## src/rtl/es8psk_pkg.sv

```systemverilog
// rtl/es8psk_pkg.sv - shared constants, state encoding and CIC sizing helpers for the 8PSK chains
package es8psk_pkg;

    localparam int DEF_W         = 20;
    localparam int DEF_RATE_LOG2 = 3;
    localparam int DEF_N_STAGES  = 3;

    typedef enum logic {
        IDLE = 1'b0,
        RUN  = 1'b1
    } state_t;

    // Internal CIC width: the interpolator grows by R^(N-1) at the output,
    // and the comb/integrator pair needs the full R^N of headroom.
    function automatic int cic_wi(input int w, input int rate_log2, input int n_stages);
        return w + n_stages * rate_log2;
    endfunction

    // Right shift that brings the R^(N-1) interpolator gain back to unity.
    function automatic int cic_out_shift(input int rate_log2, input int n_stages);
        return (n_stages - 1) * rate_log2;
    endfunction

endpackage

```

## src/rtl/cic_interp_core.sv

```systemverilog
// rtl/cic_interp_core.sv - CIC interpolator datapath: tick-rate combs, zero-stuff, clock-rate integrators
module cic_interp_core
    import es8psk_pkg::*;
#(
    parameter int W         = DEF_W,
    parameter int RATE_LOG2 = DEF_RATE_LOG2,
    parameter int N_STAGES  = DEF_N_STAGES
) (
    input  logic         clk,
    input  logic         reset,
    input  logic         tick,
    input  logic [W-1:0] x,
    output logic [W-1:0] y
);

    localparam int WI = cic_wi(W, RATE_LOG2, N_STAGES);
    localparam int SH = cic_out_shift(RATE_LOG2, N_STAGES);

    logic [WI-1:0] dly     [N_STAGES];
    logic [WI-1:0] comb_in [N_STAGES];
    logic [WI-1:0] comb_out;
    logic [WI-1:0] comb_q;
    logic          tick_d;
    logic [WI-1:0] stuffed;
    logic [WI-1:0] integ   [N_STAGES];
    logic          unused_integ_bits;

    // Comb chain: cascaded first differences, evaluated combinationally from x.
    always_comb begin
        logic [WI-1:0] c;
        c = {{(WI-W){x[W-1]}}, x};
        for (int k = 0; k < N_STAGES; k++) begin
            comb_in[k] = c;
            c = c - dly[k];
        end
        comb_out = c;
    end

    // Zero-stuff: the comb result enters the integrators for one clock only.
    assign stuffed = tick_d ? comb_q : '0;

    // Comb delays and comb result register advance only on ticks.
    always_ff @(posedge clk) begin
        if (reset) begin
            for (int k = 0; k < N_STAGES; k++) dly[k] <= '0;
            comb_q <= '0;
            tick_d <= 1'b0;
        end else begin
            tick_d <= tick;
            if (tick) begin
                for (int k = 0; k < N_STAGES; k++) dly[k] <= comb_in[k];
                comb_q <= comb_out;
            end
        end
    end

    // Integrators run every clock; wraparound is exact because the combs undo it.
    always_ff @(posedge clk) begin
        if (reset) begin
            for (int k = 0; k < N_STAGES; k++) integ[k] <= '0;
            y <= '0;
        end else begin
            integ[0] <= integ[0] + stuffed;
            for (int k = 1; k < N_STAGES; k++) integ[k] <= integ[k] + integ[k-1];
            // Arithmetic shift right then truncate: selecting bits SH..SH+W-1 is exactly floor.
            y <= integ[N_STAGES-1][SH +: W];
        end
    end

    assign unused_integ_bits = ^integ[N_STAGES-1];

endmodule

```

## src/rtl/lpf_interp.sv

```systemverilog
// rtl/lpf_interp.sv - transmit interpolating low-pass filter: input holder, tick sequencer, CIC core
module lpf_interp
    import es8psk_pkg::*;
#(
    parameter int W         = DEF_W,
    parameter int RATE_LOG2 = DEF_RATE_LOG2,
    parameter int N_STAGES  = DEF_N_STAGES
) (
    input  logic         clk,
    input  logic         reset,
    input  logic [W-1:0] in_data,
    input  logic         in_valid,
    output logic         in_ready,
    output logic [W-1:0] out_data,
    output logic         out_valid,
    output logic         underflow
);

    state_t               state;
    logic [RATE_LOG2-1:0] phase;
    logic [W-1:0]         holder;
    logic                 full;
    logic                 tick;
    logic                 xfer;
    logic [W-1:0]         x;
    logic [N_STAGES:0]    vpipe;

    assign tick     = (state == RUN) && (phase == '0);
    assign in_ready = !full || tick;
    assign xfer     = in_valid && in_ready;
    assign x        = full ? holder : '0;

    // Sequencer: idle until the first sample, then free-running phase counter.
    always_ff @(posedge clk) begin
        if (reset) begin
            state <= IDLE;
            phase <= '0;
        end else begin
            case (state)
                IDLE: begin
                    phase <= '0;
                    if (xfer) state <= RUN;
                end
                RUN: phase <= phase + 1'b1;
                default: state <= IDLE;
            endcase
        end
    end

    // One-entry holder; a load on a tick replaces the value being consumed.
    always_ff @(posedge clk) begin
        if (reset) begin
            holder <= '0;
            full   <= 1'b0;
        end else if (xfer) begin
            holder <= in_data;
            full   <= 1'b1;
        end else if (tick) begin
            full   <= 1'b0;
        end
    end

    // Sticky underflow and out_valid, the latter delayed to match the datapath.
    always_ff @(posedge clk) begin
        if (reset) begin
            underflow <= 1'b0;
            vpipe     <= '0;
            out_valid <= 1'b0;
        end else begin
            if (tick && !full) underflow <= 1'b1;
            vpipe     <= {vpipe[N_STAGES-1:0], tick && full};
            out_valid <= out_valid | vpipe[N_STAGES];
        end
    end

    cic_interp_core #(
        .W         (W),
        .RATE_LOG2 (RATE_LOG2),
        .N_STAGES  (N_STAGES)
    ) u_core (
        .clk   (clk),
        .reset (reset),
        .tick  (tick),
        .x     (x),
        .y     (out_data)
    );

endmodule

```

## config.mk

```make
export PLATFORM = sky130hd
export DESIGN_NAME = lpf_interp
export DESIGN_NICKNAME = d
export VERILOG_FILES = /design/src/rtl/es8psk_pkg.sv /design/src/rtl/cic_interp_core.sv /design/src/rtl/lpf_interp.sv
export SDC_FILE = /design/constraint.sdc
export NUM_CORES = 1
export LEC_CHECK = 0
export ABC_CLOCK_PERIOD_IN_PS = 7850
export CAP_MARGIN = 20
export CORE_ASPECT_RATIO = 0.5
export CORE_MARGIN = 2
export CORE_UTILIZATION = 50
export CTS_BUF_LIST = sky130_fd_sc_hd__clkbuf_16
export DETAILED_ROUTE_END_ITERATION = 8
export MAX_ROUTING_LAYER = met4
export PLACE_DENSITY_LB_ADDON = 0.08
export SLEW_MARGIN = 30
export SYNTH_ARGS = -nofsm -noshare
export SYNTH_HDL_FRONTEND = slang
export SYNTH_SLANG_ARGS = --single-unit
```

## constraint.sdc

```tcl
create_clock -name clk -period 7.85 [get_ports clk]
set_clock_uncertainty 0.15 [all_clocks]
set_input_delay 1.57 -clock clk [delete_from_list [all_inputs] [get_ports clk]]
set_output_delay 1.57 -clock clk [all_outputs]
set_load 0.05 [all_outputs]
```

==> results of run 1 <==
==> worst max-delay path: cells and delay by family (launching register included) <==
family | cells | cell delay (ns)
flip-flops | 1 | 0.34
AND/OR/NAND/NOR | 7 | 1.12
AO/OA/AOI/OAI | 18 | 3.60
adder cells (fa/ha/maj) | 4 | 1.22
XOR/XNOR | 2 | 0.29
buffers and inverters | 1 | 0.05
==> stage by stage <==
stage	setup slack [ns]	utilization [%]	hold slack, ns
global route	0.262	56.4	0.318
global placement	1.31	54.1	0.275
CTS	0.998	56.4	0.298
finish	0.971	56.4	0.293
detailed placement	1.00	54.1	0.283
floorplan	1.47	-	0.261
==> cells in the mapped netlist (all sizes together), types with 12 or more instances <==
cell type and instances:
nor2b 47, nand2b 15, a31oi 23, nor3 29, ha 149, inv 125
dfxtp 156, o21bai 16, nor2 135, xnor2 70, clkbuf 39, and3 36
xor2 38, o21ai 78, nand2 133, edfxtp 72, a211oi 12, o21a 14
a21o 57, a21oi 123, and2 99, nand3 26
==> kinds of logic (layout without fill, tap and decap cells) <==
logic type,Yosys count,count (layout)
simple gates,557,557
compound gates,397,397
flops,228,228
buf+inv,168,215
fa+ha+maj,155,155
xor+xnor,108,108
mux,6,6
==> worst paths after layout <==
path                    start                end  cells after the start
max                      full  u_core.comb_q[25]                     32
min          u_core.comb_q[5]   u_core.comb_q[5]                      2
max reg2reg              full  u_core.comb_q[25]                     32
min reg2reg  u_core.comb_q[5]   u_core.comb_q[5]                      2
==> sequential cells by signal, summed over array words and instances (netlist names) <==
register       count
full               1
u_core.integ      78
out_valid          1
u_core.comb_q     26
u_core.y          20
underflow          1
phase              3
holder            20
u_core.tick_d      1
state              1
vpipe              4
u_core.dly        72
==> per-layer routing <==
| metal | routed length, um | vias up |
|---|---|---|
| met4 | 431 | 0 |
| met5 | 0 | - |
| met2 | 11400 | 149 |
| met1 | 14700 | 4815 |
| li1 | - | 5736 |
| met3 | 910 | 33 |
==> where the power goes <==
group | total [mW] | switching [mW] | leakage, nW | internal, mW
combinational | 1.42 | 0.810 | 4.66 | 0.614
clock | 0.986 | 0.458 | 0.349 | 0.528
sequential | 1.40 | 0.0557 | 2.03 | 1.34
total | 3.81 | 1.32 | 7.04 | 2.49
==> area by class of cell <==
cell class              count  area, um^2  share of cell area [%]
clock inverters            16        70.1                   0.445
flip-flops and latches    228        5290                    33.6
inverters                 125         469                    2.98
repair buffers             51         493                    3.13
well taps                 382         478                    3.03
multi-input cells        1223        8380                    53.2
clock buffers              23         576                    3.65
==> results.toml, run 1 <==
[floorplan]
start_util_pct = 51.2
pin_count = 46
die_w_um = 243
die_y_um = 124
core-area_um2 = 27900
rows = 43
dieArea_um2 = 30100

[timing]
drv_slew = 0
worstMarginPinSlew_ns = 0.935
setup_tns_ns = 0
fmax_mhz = 145
setup_viol = 0
rsz0062_at_grt = "no"
hold_viol = 0
maxSlewHeadroom_pct = 37.6
timing.final.crit_period_ns = 6.88
post-route-period-util_pct = 87.6

[grt]
antenna_found_initial = 0
gr-usage-met1_pct = 26.6
grt_pass1_vias = 10071
grt.overflow.total = 0
grt_pass1_wl_um = 47000
track_usage_pct = 19.1
use_met3_pct = 2.95
met2_usage_pct = 29.8
grt.busiest_layer = "met2"
grt_start_max_net_pins = 88

[detailed_routing]
wl_per_cell_um = 13.4
drc_errors = 0
postRouteAntennaNets = 0
post_drt_via_cell_ratio = 5.24
dr_total_vias = 10733
dr.first_iter.drc_count = 578
wirelength_um = 27400
drt_pass1_iterations = 5

[status]
status = "complete, no violations"

[clock_tree]
clock_latency_ns = 0.52
numCtsBuffers = 23
root_buffer = "clkbuf_16"
post_cts_resized = 0
cts_tree = "done"
postCtsSetupBuffers = 0
cts.reportedPaths.clkPinSlew_ns = 0.06
ctsHoldBuffers = 0
clockBufferDepth = 3
clkSinkCount = 228
cts_max_level = 1

[synthesis]
synth_top_area_cell = "dfxtp_1"
synth-main-ff-cell = "dfxtp_1"
synth_edf_count = 72
yosys-top-cells-area = "dfxtp_1 (22%), edfxtp_1 (15%), ha_1 (13%), and2_1 (4.3%), xnor2_1 (4.3%)"
yosys-mux-area-fraction_pct = 0.437
synthCells = 1619
synth.avg_cell_area_um2 = 8.83
synth-compound-area-share_pct = 18.2
async_reset_ff_share_pct = 0
ys_warn_count = 0
synth_top_family_by_area = "simple AND/OR/NAND/NOR gates"
syn_area_um2 = 14300
ys_seq_area_share_pct = 37.0
synthAdderAreaFrac_pct = 13.9
syn_nets = 1797
ys_types = 76
yosys.area_share.simple_pct = 19.4
synth-xor-area-share_pct = 6.61
yosys.area.top_type_share_pct = 21.8
ys_ff_latch = 228

[placed_design]
post_dp_cell_area_um2 = 15100
routabilityCongestion = 0.893
io_buffers = 45
dp.cells = 2009
hpwl_um = 20400

[pwr]
p_per_area_nw_per_um2 = 242
peakVddDrop_mv = 0.135
power.total_mw = 3.81
power.leakage_nw = 7.04

[cells_and_area]
layout-drive-gt1-share_pct = 3.90
fin_cells = 2048
stdcell_area_um2 = 15800
area_growth_pct = 10.1
nNetsFinal = 1830
fillCellCount = 2551
final_cell_mix = "dfxtp_1 (156), ha_1 (149), nor2_1 (135)"
layout_commonest_cell = "dfxtp_1"
antenna_cells = 0

[setup_path]
cp_slowest_stage_delay_ns = 0.47
criticalPathCategory = "reg -> reg"
crit_top_cell = "a21oi_1"
cp-end-kind = "flop"
arrival_ns = 7.14
cp_data_required_time_ns = 8.11
startpoint_type = "flop"
reg2reg_slack_ns = 0.97
critPathMaxFanout = 8
crit_slowest_cell = "a2111oi_2"

[flow_run]
cap_viol_max_count = 0

[hold_path]
hp-class = "reg -> reg"
Power figures use the tool's default switching activity.
==> inputs of run 2 (changes only) <==
Settings changed: HOLD_SLACK_MARGIN from default to 0.1.
==> results of run 2 <==
The final DEF is identical to that of run 1; final timing and power are the same.
